### src/rtl/csi2_frame_ctrl.sv
// CSI-2 frame capture controller: parses packet headers from the receiver word
// stream and sequences frame capture (arm, frame, stop) with a no-traffic abort.
module csi2_frame_ctrl #(
    parameter int VC      = 0,
    parameter int TIMEOUT = 1048576
) (
    input  logic        clk_i,
    input  logic        rst_i,
    input  logic        capture_en_i,
    input  logic        pkt_tvalid_i,
    input  logic [31:0] pkt_tdata_i,
    input  logic        pkt_tlast_i,
    output logic        rx_enable_o,
    output logic        frame_active_o,
    output logic        frame_start_o,
    output logic        frame_end_o,
    output logic [15:0] frame_num_o,
    output logic [15:0] line_cnt_o,
    output logic [15:0] last_lines_o,
    output logic        err_fs_o,
    output logic        err_timeout_o
);

    typedef enum logic [1:0] {
        ST_IDLE  = 2'd0,
        ST_ARM   = 2'd1,
        ST_FRAME = 2'd2,
        ST_STOP  = 2'd3
    } state_t;

    localparam logic [1:0]  VC_ID  = 2'(VC);
    localparam logic [23:0] TO_LIM = 24'(TIMEOUT);

    state_t      state_q;
    state_t      state_d;
    logic        hdr_expect_q;
    logic        hdr_expect_d;
    logic [23:0] to_cnt_q;
    logic [23:0] to_cnt_d;

    logic        rx_enable_q;
    logic        frame_active_q;
    logic        frame_start_q;
    logic        frame_end_q;
    logic [15:0] frame_num_q;
    logic [15:0] line_cnt_q;
    logic [15:0] last_lines_q;
    logic        err_fs_q;
    logic        err_timeout_q;

    logic        is_hdr_s;
    logic        vc_match_s;
    logic [5:0]  dt_s;
    logic [15:0] wc_s;
    logic        is_fs_s;
    logic        is_fe_s;
    logic        is_line_s;
    logic        in_frame_s;
    logic        timeout_s;
    logic        unused_ecc_s;

    // Header field decode; ECC byte carried only to keep it visibly unused.
    always_comb begin
        dt_s         = pkt_tdata_i[5:0];
        wc_s         = pkt_tdata_i[23:8];
        unused_ecc_s = ^pkt_tdata_i[31:24];
        is_hdr_s     = pkt_tvalid_i & hdr_expect_q;
        vc_match_s   = (pkt_tdata_i[7:6] == VC_ID);
        is_fs_s      = is_hdr_s & vc_match_s & (dt_s == 6'h00);
        is_fe_s      = is_hdr_s & vc_match_s & (dt_s == 6'h01);
        is_line_s    = is_hdr_s & vc_match_s & (dt_s >= 6'h10);
        in_frame_s   = (state_q == ST_FRAME) || (state_q == ST_STOP);
        // Abort on the TIMEOUT-th consecutive cycle without a valid word.
        timeout_s    = in_frame_s & ~pkt_tvalid_i & (to_cnt_q == (TO_LIM - 24'd1));
    end

    // Header-expect flag and idle-cycle counter next state.
    always_comb begin
        hdr_expect_d = hdr_expect_q;
        to_cnt_d     = 24'd0;
        if (timeout_s) begin
            hdr_expect_d = 1'b1;
        end else if (pkt_tvalid_i && pkt_tlast_i) begin
            hdr_expect_d = 1'b1;
        end else if (is_hdr_s) begin
            hdr_expect_d = 1'b0;
        end else begin
            hdr_expect_d = hdr_expect_q;
        end

        if (in_frame_s && !pkt_tvalid_i && !timeout_s) begin
            to_cnt_d = to_cnt_q + 24'd1;
        end else begin
            to_cnt_d = 24'd0;
        end
    end

    // State transitions: timeout first, then header events, then capture_en_i.
    always_comb begin
        state_d = state_q;
        case (state_q)
            ST_IDLE: begin
                if (capture_en_i) begin
                    state_d = ST_ARM;
                end else begin
                    state_d = ST_IDLE;
                end
            end
            ST_ARM: begin
                if (is_fs_s) begin
                    state_d = ST_FRAME;
                end else if (!capture_en_i) begin
                    state_d = ST_IDLE;
                end else begin
                    state_d = ST_ARM;
                end
            end
            ST_FRAME: begin
                if (timeout_s) begin
                    state_d = ST_ARM;
                end else if (is_fe_s) begin
                    state_d = capture_en_i ? ST_ARM : ST_IDLE;
                end else if (is_fs_s) begin
                    state_d = ST_FRAME;
                end else if (!capture_en_i) begin
                    state_d = ST_STOP;
                end else begin
                    state_d = ST_FRAME;
                end
            end
            ST_STOP: begin
                if (timeout_s || is_fe_s) begin
                    state_d = ST_IDLE;
                end else begin
                    state_d = ST_STOP;
                end
            end
            default: begin
                state_d = ST_IDLE;
            end
        endcase
    end

    // Frame FSM with registered status outputs and event pulses.
    always_ff @(posedge clk_i) begin
        if (rst_i) begin
            state_q        <= ST_IDLE;
            hdr_expect_q   <= 1'b1;
            to_cnt_q       <= 24'd0;
            rx_enable_q    <= 1'b0;
            frame_active_q <= 1'b0;
            frame_start_q  <= 1'b0;
            frame_end_q    <= 1'b0;
            frame_num_q    <= 16'd0;
            line_cnt_q     <= 16'd0;
            last_lines_q   <= 16'd0;
            err_fs_q       <= 1'b0;
            err_timeout_q  <= 1'b0;
        end else begin
            state_q        <= state_d;
            hdr_expect_q   <= hdr_expect_d;
            to_cnt_q       <= to_cnt_d;
            rx_enable_q    <= (state_d != ST_IDLE);
            frame_active_q <= (state_d == ST_FRAME) || (state_d == ST_STOP);
            frame_start_q  <= 1'b0;
            frame_end_q    <= 1'b0;
            err_fs_q       <= 1'b0;
            err_timeout_q  <= 1'b0;

            case (state_q)
                ST_ARM: begin
                    if (is_fs_s) begin
                        frame_start_q <= 1'b1;
                        frame_num_q   <= wc_s;
                        line_cnt_q    <= 16'd0;
                    end
                end
                ST_FRAME, ST_STOP: begin
                    if (timeout_s) begin
                        err_timeout_q <= 1'b1;
                    end else if (is_fe_s) begin
                        frame_end_q  <= 1'b1;
                        last_lines_q <= line_cnt_q;
                    end else if (is_fs_s) begin
                        err_fs_q      <= 1'b1;
                        frame_start_q <= 1'b1;
                        frame_num_q   <= wc_s;
                        line_cnt_q    <= 16'd0;
                    end else if (is_line_s && (line_cnt_q != 16'hFFFF)) begin
                        line_cnt_q <= line_cnt_q + 16'd1;
                    end
                end
                default: begin
                    line_cnt_q <= line_cnt_q;
                end
            endcase
        end
    end

    assign rx_enable_o    = rx_enable_q;
    assign frame_active_o = frame_active_q;
    assign frame_start_o  = frame_start_q;
    assign frame_end_o    = frame_end_q;
    assign frame_num_o    = frame_num_q;
    assign line_cnt_o     = line_cnt_q;
    assign last_lines_o   = last_lines_q;
    assign err_fs_o       = err_fs_q;
    assign err_timeout_o  = err_timeout_q;

endmodule

### config.mk
export PLATFORM = sky130hd
export DESIGN_NAME = csi2_frame_ctrl
export DESIGN_NICKNAME = d
export VERILOG_FILES = /design/src/rtl/csi2_frame_ctrl.sv
export SDC_FILE = /design/constraint.sdc
export NUM_CORES = 1
export LEC_CHECK = 0
export CORE_UTILIZATION = 35
export DETAILED_ROUTE_END_ITERATION = 10
export HOLD_SLACK_MARGIN = 0.06
export PLACE_DENSITY = 0.69
export SLEW_MARGIN = 20
export SYNTH_ARGS = -nofsm -noshare
export SYNTH_HDL_FRONTEND = slang
export SYNTH_SLANG_ARGS = --single-unit
### constraint.sdc
create_clock -name clk_i -period 6.55 [get_ports clk_i]
set_clock_uncertainty 0.2 [all_clocks]
set_input_delay 0.655 -clock clk_i [delete_from_list [all_inputs] [get_ports clk_i]]
set_output_delay 0.655 -clock clk_i [all_outputs]
set_load 0.01 [all_outputs]
==> impl_metrics.yaml <==
setup_path:
  cp_cell_sequence: "clkdlybuf4s50_1, nand4bb_1, nor2_1, nand4_1, nand2_1, a21oi_1"
  worst_ep_arrival_time_ps: 2850
  critPathLaunchType: "input port"
  crit_path_max_fanout: 16
  required_ps: 6560
  worst_setup_path_end_kind: "flip-flop"
  path_class: "input port to flip-flop"
  critical_path.top_delay_family: "simple AND/OR/NAND/NOR gates"
  worstPathBufferInverterCount: 1
  critPathMaxStageDelay_ps: 590
  slowest_stage: "clkdlybuf4s50_1"
sta:
  final_hold_viol_count: 0
  tns_ps: 0
  final.period_utilization_pct: 43.3
  slew_viol_final: 0
  relSlewSlack_pct: 49.2
  setup_viol: 0
  rsz0062_at_grt: "no"
  fmax_mhz: 352
  tightest_slew_ps: 760
  finalCriticalPeriod_ps: 2840
layout:
  most-common-layout-cells: "nand2_1 (81), dfxtp_1 (81), clkdlybuf4s50_1 (81)"
  drive_gt1_share_pct: 4.97
  antenna_cells: 0
  final_cell_area_um2: 4570
  layout.cells.non_filler: 632
  area_growth_pct: 32.4
  num-nets-final: 537
detailed_routing:
  via_per_inst: 4.98
  postRouteAntennaNets: 0
  wirelength_um: 8510
  first_pass_iters: 4
  drt-initial-drc-count: 126
  detail_route.wl_per_cell_um: 13.5
  vias: 3146
  post-route-drc-count: 0
synth:
  async_flop_share_pct: 0
  synth_ff_type: "dfxtp_1"
  synth_edf_count: 0
  synth_fp_nets: 464
  yosysSeqAreaShare_pct: 46.9
  netlist_instances: 425
  yosys_warnings: 0
  yosysUniqueCellTypes: 41
  synth-seq-cells: 81
  syn_area_per_cell_um2: 8.13
  synth.cell_area_um2: 3460
run:
  drv_cap: 0
power:
  power_switching_share_pct: 21.4
  sequentialPowerShare_pct: 52.7
  ir_drop_uv: 111
  comb_power_share_pct: 3.4
  powerDensity_nw_per_um2: 205
  power_frac_clock_pct: 43.9
  intPower_mw: 0.736
  p_sw_mw: 0.201
  leakage_nw: 1.50
placed_design:
  io_buffers: 82
  dp_hpwl_um: 5750
  place_area_um2: 4350
  place_inst: 616
  gp_congestion: 0.810
hold_path:
  hold_class: "flip-flop to flip-flop"
cts:
  cts_made_buffers: 9
  cts_resized: 0
  cts-root-buf: "clkbuf_8"
  path_clk_slew_ps: 80
  cts_sinks: 81
  clk_path_buf_depth: 2
  hold_buffers: 0
  clkLatencyLatePin_ps: 350
  htree_levels: 3
  cts_tree: "done"
  post_cts_buffers: 0
die:
  die_area_um2: 10300
  die_w_um: 101
  die_h_um: 101
  start_util_pct: 36.7
  ios: 91
  row_count: 35
  core_um2: 9420
grt:
  track_usage_pct: 17.6
  grt_max_degree: 52
  grt_pass1_wl_um: 14200
  antenna_found_initial: 0
  grt_pass1_vias: 2945
  grt_remaining_overflow: 0
outcome:
  status: "finished clean"
## per-stage QoR
| stage | hold slack [ps] | total power [mW] | setup WS (ps) | util, % |
|---|---|---|---|---|
| detailed placement | 243 | 0.537 | 3320 | 46.2 |
| global route | 271 | 0.969 | 3470 | 48.6 |
| finish | 251 | 0.937 | 3710 | 48.6 |
| CTS | 254 | 0.946 | 3690 | 48.6 |
| global placement | 238 | 0.537 | 3400 | 46.2 |
| floorplan | 226 | 0.515 | 4020 | - |
## synthesized netlist by cell type, types with 3 or more instances
library cell	n	area (um2)
a21oi_1	47	235
a31oi_1	3	18.8
and3_1	7	43.8
and4_1	7	61.3
buf_2	6	30.0
clkbuf_1	13	48.8
dfxtp_1	81	1620
inv_1	3	11.3
mux2i_1	3	30.0
nand2_1	81	304
nand3_1	15	75.1
nand4_1	11	68.8
nor2_1	51	191
nor2b_1	8	50.1
nor3_1	10	50.1
o21ai_0	14	70.1
o31ai_1	7	52.6
or2_1	3	18.8
or4_1	5	37.5
xnor2_1	8	70.1
xor2_1	15	131
## worst min-delay path: cells and delay by family, from the launching register on
kind / cells / cell delay (ps)
DFF: 1 / 310
and+or+nand+nor: 1 / 50
AOI/OAI and AO/OA: 1 / 50
## sequential cells by signal (all words and copies together), names as in the netlist
register        flops
hdr_expect_q        1
line_cnt_o         16
frame_active_o      1
frame_num_o        16
frame_end_o         1
to_cnt_q           24
state_q             2
rx_enable_o         1
frame_start_o       1
last_lines_o       16
err_fs_o            1
err_timeout_o       1
## cell families (layout without fill, tap and decap cells)
kind of cell / Yosys count / in the layout / synth area share [%]
simple gates: 218 / 218 / 31.2
mux: 3 / 3 / 0.869
buf+inv: 24 / 102 / 2.82
fa+ha+maj: 2 / 2 / 0.724
flops: 81 / 81 / 46.9
xor+xnor: 23 / 23 / 5.83
compound gates: 74 / 74 / 11.6
## routing by layer
| metal | part of all wire [%] | track usage [%] |
|---|---|---|
| met4 | 1.2 | 6.69 |
| met3 | 4.2 | 4.00 |
| met5 | 0 | 0 |
| met2 | 49 | 30.2 |
| met1 | 45 | 21.5 |
## area by class of cell
| cell class | instances | area (um2) |
|---|---|---|
| clock inverters | 5 | 78.8 |
| well taps | 129 | 161 |
| flip-flops and latches | 81 | 1620 |
| multi-input cells | 320 | 1740 |
| clock buffers | 11 | 141 |
| repair buffers | 83 | 823 |
| inverters | 3 | 11.3 |
| fillers | 892 | 4840 |
## path summary, 6_finish.rpt
path / start / endpoint / slack, ps / cells past startpoint
worst min register to register: frame_num_o[3] / frame_num_o[3] / 250 / 2
worst max register to register: line_cnt_o[0] / line_cnt_o[2] / 3940 / 7
worst min-delay path: frame_num_o[3] / frame_num_o[3] / 250 / 2
worst max-delay path: pkt_tvalid_i / last_lines_o[3] / 3710 / 6
## power groups by stage
stage          Combinational (mW)  Clock (mW)  Sequential (mW)
3_5_place_dp               0.0318           0            0.505
6_report                   0.0317       0.411            0.494
4_1_cts                    0.0320       0.420            0.494
3_3_place_gp               0.0316           0            0.505
2_1_floorplan              0.0101           0            0.505
5_1_grt                    0.0343       0.440            0.494
Note: power is estimated with default switching activity, not from simulation.
